**src/rtl/alu4_pkg.sv**
```systemverilog
// Shared types for the alu4 command path.
// Command bundle layout is {sel, a, b}.
package alu4_pkg;

  localparam int ALU4_DATA_W = 4;
  localparam int ALU4_SEL_W  = 2;

  typedef struct packed {
    logic [ALU4_SEL_W-1:0]  sel;
    logic [ALU4_DATA_W-1:0] a;
    logic [ALU4_DATA_W-1:0] b;
  } alu4_cmd_t;

endpackage

```
**src/rtl/alu4_cmd_fifo.sv**
```systemverilog
// Synchronous FIFO of alu4 commands.
// Pointers carry an extra wrap bit for full/empty.
module alu4_cmd_fifo
  import alu4_pkg::*;
#(
  parameter int DEPTH = 4
) (
  input  logic                     clk,
  input  logic                     rst,
  input  logic                     push,
  input  logic                     pop,
  input  alu4_cmd_t                wdata,
  output alu4_cmd_t                rdata,
  output logic                     full,
  output logic                     empty,
  output logic [$clog2(DEPTH):0]   count
);

  localparam int AW = $clog2(DEPTH);

  alu4_cmd_t      mem [DEPTH];
  logic [AW:0]    wptr;
  logic [AW:0]    rptr;

  assign full  = (wptr[AW-1:0] == rptr[AW-1:0]) &&
                 (wptr[AW] != rptr[AW]);
  assign empty = (wptr == rptr);
  assign count = wptr - rptr;
  assign rdata = mem[rptr[AW-1:0]];

  always_ff @(posedge clk or posedge rst) begin
    if (rst) begin
      wptr <= '0;
      rptr <= '0;
    end else begin
      if (push) wptr <= wptr + 1'b1;
      if (pop)  rptr <= rptr + 1'b1;
    end
  end

  // Storage needs no reset; pointers define validity.
  always_ff @(posedge clk) begin
    if (push) mem[wptr[AW-1:0]] <= wdata;
  end

endmodule

```
**src/rtl/alu4_cmd_queue.sv**
```systemverilog
// Command queue, issue register and result capture around alu4_s2.
// Define ALU4_CMDQ_OVF_EN to build the sticky overflow flag ERR.
module alu4_cmd_queue
  import alu4_pkg::*;
#(
  parameter int DEPTH  = 4,
  parameter int DATA_W = ALU4_DATA_W
) (
  input  logic                     CLK_in,
  input  logic                     RST_in,
  input  logic                     CMD_VALID_in,
  output logic                     CMD_READY,
  input  logic [ALU4_SEL_W-1:0]    CMD_SEL_in,
  input  logic [DATA_W-1:0]        CMD_A_in,
  input  logic [DATA_W-1:0]        CMD_B_in,
  output logic [DATA_W-1:0]        A_out,
  output logic [DATA_W-1:0]        B_out,
  output logic [ALU4_SEL_W-1:0]    SEL_out,
  input  logic [DATA_W-1:0]        Y_in,
  output logic                     RES_VALID,
  output logic [DATA_W-1:0]        RES_Y,
  output logic [ALU4_SEL_W-1:0]    RES_SEL,
  input  logic                     RES_READY_in,
  output logic [$clog2(DEPTH):0]   COUNT,
  output logic                     ERR
);

  alu4_cmd_t wr_cmd;
  alu4_cmd_t head;
  logic      full;
  logic      empty;
  logic      push;
  logic      load;
  logic      adv;
  logic      iss_v;

  assign wr_cmd    = '{sel: CMD_SEL_in, a: CMD_A_in, b: CMD_B_in};
  assign CMD_READY = !full;
  assign push      = CMD_VALID_in && CMD_READY;
  assign adv       = iss_v && (!RES_VALID || RES_READY_in);
  assign load      = !empty && (!iss_v || adv);

  alu4_cmd_fifo #(
    .DEPTH (DEPTH)
  ) u_fifo (
    .clk   (CLK_in),
    .rst   (RST_in),
    .push  (push),
    .pop   (load),
    .wdata (wr_cmd),
    .rdata (head),
    .full  (full),
    .empty (empty),
    .count (COUNT)
  );

  // Operand outputs only change on a load, so alu4_s2 sees stable inputs.
  always_ff @(posedge CLK_in or posedge RST_in) begin
    if (RST_in) begin
      iss_v   <= 1'b0;
      A_out   <= '0;
      B_out   <= '0;
      SEL_out <= '0;
    end else if (load) begin
      iss_v   <= 1'b1;
      A_out   <= head.a;
      B_out   <= head.b;
      SEL_out <= head.sel;
    end else if (adv) begin
      iss_v   <= 1'b0;
    end
  end

  always_ff @(posedge CLK_in or posedge RST_in) begin
    if (RST_in) begin
      RES_VALID <= 1'b0;
      RES_Y     <= '0;
      RES_SEL   <= '0;
    end else if (adv) begin
      RES_VALID <= 1'b1;
      RES_Y     <= Y_in;
      RES_SEL   <= SEL_out;
    end else if (RES_READY_in) begin
      RES_VALID <= 1'b0;
    end
  end

`ifdef ALU4_CMDQ_OVF_EN
  logic err_q;

  always_ff @(posedge CLK_in or posedge RST_in) begin
    if (RST_in) begin
      err_q <= 1'b0;
    end else if (CMD_VALID_in && !CMD_READY) begin
      err_q <= 1'b1;
    end
  end

  assign ERR = err_q;
`else
  assign ERR = 1'b0;
`endif

endmodule

```
**config.mk**
```make
export PLATFORM = sky130hd
export DESIGN_NAME = alu4_cmd_queue
export DESIGN_NICKNAME = d
export VERILOG_FILES = /design/src/rtl/alu4_pkg.sv /design/src/rtl/alu4_cmd_fifo.sv /design/src/rtl/alu4_cmd_queue.sv
export SDC_FILE = /design/constraint.sdc
export NUM_CORES = 1
export LEC_CHECK = 0
export CORE_MARGIN = 10
export CORE_UTILIZATION = 30
export CTS_BUF_LIST = sky130_fd_sc_hd__clkbuf_4
export DETAILED_ROUTE_END_ITERATION = 16
export GPL_TIMING_DRIVEN = 1
export HOLD_SLACK_MARGIN = 0.1
export PLACE_DENSITY = 0.55
export SLEW_MARGIN = 20
export SYNTH_ARGS = -nofsm -noshare
export SYNTH_HDL_FRONTEND = slang
export SYNTH_SLANG_ARGS = --single-unit
```
**constraint.sdc**
```tcl
create_clock -name CLK_in -period 6.4 [get_ports CLK_in]
set_input_delay 0.96 -clock CLK_in [delete_from_list [all_inputs] [get_ports CLK_in]]
set_output_delay 0.96 -clock CLK_in [all_outputs]
set_load 0.1 [all_outputs]
```
==> results of run 1 <==
worst max-delay path by stage:
stage / from / to
floorplan: u_fifo.wptr[0] / COUNT[2]
global placement: u_fifo.rptr[0] / COUNT[1]
detailed placement: u_fifo.rptr[0] / COUNT[1]
CTS: u_fifo.rptr[0] / COUNT[1]
global route: u_fifo.rptr[0] / COUNT[1]
finish: u_fifo.rptr[0] / COUNT[1]
cell type report:
class | instances | area (µm²)
fill | 742 | 5086
tap | 105 | 131.4
timing repair buffer | 39 | 387.9
sequential | 64 | 1802
multi-input combinational | 59 | 724.4
antenna | 2 | 5.005
clock buffer | 12 | 90.09
clock inverter | 4 | 46.29
inverter | 7 | 26.28
cells by family after synthesis:
kind of cell | count (synthesis) | synth area share
buf+inv | 11 | 0.02085
fa+ha+maj | 8 | 0.04171
compound gates | 4 | 0.01116
flops | 64 | 0.6984
mux | 28 | 0.1790
simple gates | 12 | 0.02424
xor+xnor | 6 | 0.02328
other cells | 1 | 0.001454
synthesized netlist by cell type:
library cell	instances
nand2b_1	2
ha_1	7
and2_1	3
fa_1	1
xnor2_1	3
mux2_4	9
edfxtp_1	40
buf_2	1
mux2_2	9
conb_1	1
mux4_2	10
o211ai_1	1
buf_4	1
nand3_1	1
buf_1	1
nor2_1	1
xor2_2	1
nand3b_1	1
inv_1	7
buf_6	1
xor2_1	2
a31oi_1	2
o21ai_2	1
nand2_1	4
dfrtp_1	24
metrics by stage:
step,util,setup WS [ns]
final,0.3872,2.295
after global routing,0.3872,2.095
after CTS,0.3866,2.210
after detailed placement,0.3701,2.667
after global placement,0.3701,2.703
after floorplan,-,2.993
sequential cells by signal (all words and copies together), names as in the netlist:
signal,flops
RES_Y,4
iss_v,1
RES_VALID,1
u_fifo.wptr,3
SEL_out,2
A_out,4
RES_SEL,2
u_fifo.rptr,3
u_fifo.mem,40
B_out,4
metal layers:
metal,up-vias,track usage,routed length [µm]
met1,646,0.09282,2086
met5,-,0,0
met3,8,0.04490,371
met2,40,0.1256,2362
met4,0,0.02538,59
li1,595,-,-
==> impl_summary.md, run 1 <==
Status
The flow ran to the end, and the final reports show no timing, DRC or antenna violations.

STA
The actual slew at the worst max-slew pin is 1.004 ns. Headroom to the max-slew limit came out at 0.3307. Summed over all failing endpoints, the final setup total negative slack is 0 ns. The minimum clock period is 4.105 ns. The max-slew violation count came to 0. The number of failing hold endpoints at the final stage is 0.

Setup repair after global routing left no endpoint under its margin. In the finished design, the share of the clock period the worst path needs comes to 0.6414. The number of setup violations in the final report is 0. The final hold slack is 0.4964 ns.

The worst clock skew is 0.01415 ns. The maximum clock frequency is 0.2436 GHz.

Yosys
By area the synthesized netlist is led by edfxtp_1, dfrtp_1, mux4_2. The synthesized design contains 64 register bits. The synthesized cell area is 2580 µm².

The average size of a mapped cell is 19.25 µm². For this run, the register share of the synthesized area comes to 0.6984. The biggest area contributor in the post-synthesis netlist is edfxtp_1.

The number of distinct library cells after synthesis is 25. The share of synthesized area in the top cell type comes to 0.4656. The total of warnings raised by yosys is 0. The number of standard cells after synthesis is 134. The total nets after synthesis is 160.

Routing
Summing over every cut layer, the via total after detailed routing is 1289. The detailed router finished its first iteration with 42 violations. The number of routed nets with antenna violations is 0.

The final routed wire length divided by cell count is 16.71 µm. For this block, the routed nets add up to 4879 µm of wire. For this run, design rule violations remaining after detail routing come to 0.

Dividing the detail-routed via count by the number of cells gives 4.414. The number of iterations in the first detailed-routing pass is 4.

Floorplanning
The count of pins on the block boundary is 40. The die span in y is 112.7 µm. The area enclosed by the die boundary is 12710 µm².

The floorplan has 33 rows. The initial utilization of the core area, before any placement, comes to 0.3109. From left edge to right edge, the die measures 112.7 µm.

After floorplanning, the core was sized to cover 8299 µm².

Worst setup path
Traced cell by cell, the critical path runs through ha_1, fa_1, inv_1, clkdlybuf4s50_1. The signal arrival time at the worst endpoint is 3.15 ns. In this run the critical register-to-register path is launched from u_fifo.rptr[1].

The number of buffer and inverter instances along the worst setup path is 2. The largest single stage delay on the critical path is 1.12 ns. The largest individual stage delay along the critical path comes from the cell clkdlybuf4s50_1. The total stage count of the critical path is 4.

The worst path required time is 5.44 ns. The category of cells accounting for the largest share of critical-path delay is buffers and inverters. The critical path start-end classification is register to output port. The maximum fanout along the worst path is 13. The element type at the critical path end is an output port. The worst register-to-register path has a depth of 5. The worst register-to-register path has a setup slack of 3.72 ns. The endpoint of the most critical register-to-register path is SEL_out[0]. STA classifies the critical path startpoint as a register.

GRT
The largest net degree at the start of global routing is 25. The number of global-route vias before repair is 1474. The first global-routing pass estimated 7928 µm of wire. The initial antenna violation count is 1.

The final global-route overflow total is 0. The total routing resource utilization after global routing is 0.08077.

Min path
For hold timing, the worst endpoint is RES_VALID. In this run the worst hold path is classified as register to register. Counting instances, the worst hold path has a depth of 1.

The start point of the worst min-delay path is iss_v.

Clock tree
The clock drives 64 sinks. The clock-pin slew reported for the worst setup and hold paths after clock tree synthesis is 0.10 ns. TritonCTS built the clock tree. CTS placed an instance of clkbuf_4 at the clock tree root. Buffers inserted to repair hold after CTS numbered 0. In this run the deepest clock path goes through 2 buffers. The H-tree generated during clock tree synthesis spans 3 levels. The count of buffers added by post-CTS timing repair for setup is 0. After clock tree synthesis, the repair step resized 0 gates. Clock tree synthesis inserted a total of 9 buffers. The insertion delay of the later-clocked pin in the worst-skew pair is 0.39 ns.

Placed design
The post-placement cell area is 3072 µm². The total instance count after detailed placement is 274. Routability-driven placement finished with a final weighted congestion of 0.7137. The half-perimeter wire length after placement is 3435 µm. During placement, the flow inserted port buffers numbering 38.

Cells and area
In the layout the commonest cells are edfxtp_1, clkdlybuf4s50_1, dfrtp_1, clkbuf_4, mux4_2. The filler-free cell count of the finished design is 292. The leading cell type in the layout, fill and taps excluded is edfxtp_1.

Of the cells placed in the final design, the portion with a size suffix greater than 1 is 0.2486. The area growth from synthesis to final layout is 24.54%. Summing all non-filler instances in the final layout gives an area of 3213 µm².

The net count of the finished layout is 206.

Flow run
Across the run, the number of max-cap violations was 0.
Power of run 1 is left out: the tool's default activity adds up to more than one toggle a clock period on the data nets, which glitch-free logic cannot reach.
==> inputs of run 2 (changes only) <==
==> constraint.sdc (replaced) <==
create_clock -name CLK_in -period 4.1 [get_ports CLK_in]
set_input_delay 0.615 -clock CLK_in [delete_from_list [all_inputs] [get_ports CLK_in]]
set_output_delay 0.615 -clock CLK_in [all_outputs]
set_load 0.1 [all_outputs]
==> run 2 against run 1 <==
  * Worst setup slack lost 0.85 ns
  * Count of clock-buffer cells in the layout is 3 lower
  * Non-clock buffer count rose by 1
  * Design area increased by 0.31%
  * Final cell count fell by 0.34%
  * Clock skew shrank 0.0042 ns
  * Die area stayed put
  * Register-to-register slack got worse by 2.2 ns
  * First-iteration DRC count decreased by 4.8%
  * Flip-flop and latch count unchanged
  * Utilization rose by 0.12 points
  * Global-route usage decreased by 0.39 points
  * Critical endpoint is now COUNT[2]
  * Largest cell class unchanged
==> impl_summary.md, run 2 (synthesized netlist as in run 1, its figures left out) <==
Floorplanning
The area enclosed by the die boundary came to 12710 µm² (unchanged). The number of placement rows is 33 (unchanged). The placeable core region was 8299 µm² (unchanged).

The die span in x came to 112.7 µm (unchanged). The die span in y is 112.7 µm (unchanged). The initial core utilization is 0.3109 (unchanged). The count of pins on the block boundary came to 40 (unchanged).

Worst setup path
The endpoint of the most critical register-to-register path is u_fifo.mem[1][3]. The register-to-register setup slack is 1.51 ns (-2.21 ns). The worst path required time is 3.48 ns (-1.96 ns).

The maximum fanout along the worst path was 14 (+1). The nature of the critical path startpoint is a register. The length in cells of the worst reg-to-reg path is 4 (-1). The element type at the critical path end is an output port. In this run the worst setup path begins at u_fifo.rptr[1]. The critical path start-end classification is register to output port. The most critical setup path has its endpoint at COUNT[2]. The signal arrival time at the worst endpoint is 2.04 ns (-1.11 ns). The startpoint identified for the worst register-to-register timing path is u_fifo.rptr[1].

Placed design
The weighted congestion at the end of routability-driven global placement is 0.7164 (+0.38%). The half-perimeter wire length after placement was 3248 µm (-5.4%). The number of port buffers came to 38 (unchanged).

The total instance count after detailed placement is 275 (+0.36%).

GRT
The initial antenna violation count is 0 (-1). The largest net degree at the start of global routing is 25 (unchanged). The total routing resource utilization after global routing was 0.07686 (-0.003903). The global-route wire length before repair is 7493 µm (-5.5%). The final global-route overflow total came to 0 (unchanged). The number of global-route vias before repair is 1377 (-6.6%).

Routing
The routed via count is 1254 (-2.7%). The initial DRC count was 40 (-4.8%). The number of iterations in the first detailed-routing pass came to 4 (unchanged). The average via count per standard cell is 4.309 (-2.4%).

The final routed wirelength across all metal layers is 4678 µm (-4.1%). The final routed wire length divided by cell count is 16.08 µm (-3.8%). The remaining design rule violation count is 0 (unchanged).

The number of routed nets with antenna violations was 0 (unchanged).

STA
The part of the cycle the worst path needs is 0.6484. The actual slew at the worst max-slew pin is 0.9941 ns (-0.009698 ns). The smallest clock period supported by the final layout is computed as 2.658 ns.

Derived from the worst setup path, the maximum achievable clock frequency is 0.3762 GHz. The max-slew violation count is 0 (unchanged). The number of setup violations in the final report is 0 (unchanged). The worst clock skew is 0.009951 ns (-0.004200 ns).

The number of failing hold endpoints at the final stage is 0 (unchanged). The worst max-slew margin expressed relative to the limit was 0.3352 (+0.004479). Setup repair after global routing left no endpoint under its margin. The setup TNS is 0 ns (unchanged).

Status
The flow ran to the end, and the final reports show no timing, DRC or antenna violations.

Cells and area
The flip-flop count of the largest register, all copies and words added is 40 (unchanged). The share of cells above drive strength 1 came to 0.2634 (+0.01479). The number of antenna diodes was 0 (-2). The top cell types in the final layout, fill and taps aside, are edfxtp_1, clkdlybuf4s50_1, dfrtp_1, mux4_2. The area growth from synthesis to layout is 24.93%. Leaving out fill and tap cells, the most frequent cell in the layout is edfxtp_1. The filler-free cell count of the finished design was 291 (-0.34%).

The final net count is 207 (+0.49%). The fraction of the core area covered by cells at the end of the flow was 0.3884 (+0.001206).

Clock tree
In this run the clock root is driven by a clkbuf_4. The TritonCTS buffer count is 9 (unchanged). The number of hold-repair buffers added at the cts stage was 0 (unchanged). The count of buffers added by post-CTS timing repair for setup is 0 (unchanged).

The total number of H-tree levels is 3 (unchanged). The number of gates resized after CTS is 0 (unchanged). The clock-pin slew reported for the worst setup and hold paths after clock tree synthesis came to 0.10 ns (about the same). TritonCTS built the clock tree. The insertion delay of the later-clocked pin in the worst-skew pair is 0.39 ns (about the same).

The number of sinks driven by the clock tree is 64 (unchanged). The buffer levels on the longest clock path is 2 (unchanged).

Min path
The tightest min-delay check is of the register to register type. In this run the most critical hold path is launched from iss_v.

Flow run
The count of maximum capacitance violations is 0 (unchanged).
[run 2: cell count changes in the layout (fill, tap and decap cells not counted), sizes merged]
cell | previous run | this run
inv | 6 | 7
bufinv | 1 | 2
clkdlybuf4s50 | 38 | 34
clkbuf | 12 | 9
buf | 1 | 6
clkinvlp | 1 | 2
diode | 2 | 0
[run 2: worst min path at each step]
stage / end / slack, ns / depth (start not counted)
floorplan: RES_VALID / 0.46 / 1
global placement: RES_VALID / 0.47 / 1
detailed placement: RES_VALID / 0.49 / 1
CTS: RES_VALID / 0.51 / 1
global route: RES_Y[3] / 0.54 / 1
finish: RES_VALID / 0.51 / 1
[run 2: worst max-delay path, stage by stage (launching register included)]
cell and delay [ns]:
dfrtp_1 0.62, fa_1 0.52, xor2_1 0.20, buf_4 0.32
[run 2: layout make-up]
| cell class | instances | area, µm² |
|---|---|---|
| well taps | 105 | 131.4 |
| clock inverters | 7 | 86.33 |
| repair buffers | 40 | 385.4 |
| fillers | 746 | 5076 |
| inverters | 7 | 26.28 |
| clock buffers | 9 | 67.56 |
| flip-flops and latches | 64 | 1802 |
| multi-input cells | 59 | 724.4 |
[run 2: metrics by stage]
step	hold WS, ns	setup slack, ns	cell area (µm²)
final	0.5065	1.442	3223
after global routing	0.5420	1.234	3223
after CTS	0.5115	1.377	3223
after detailed placement	0.4868	1.425	3069
after global placement	0.4731	1.549	3069
after floorplan	0.4572	1.038	2580
[run 2: layer usage]
metal  track usage  wire, µm  vias to the layer above  part of all wire
li1              -         -                      598                 -
met1       0.08724      2047                      612              0.44
met2        0.1179      2179                       39              0.47
met3       0.04913       410                        5             0.088
met4       0.02030        40                        0            0.0086
met5             0         0                        -                 0
Power of run 2 is left out for the same reason.
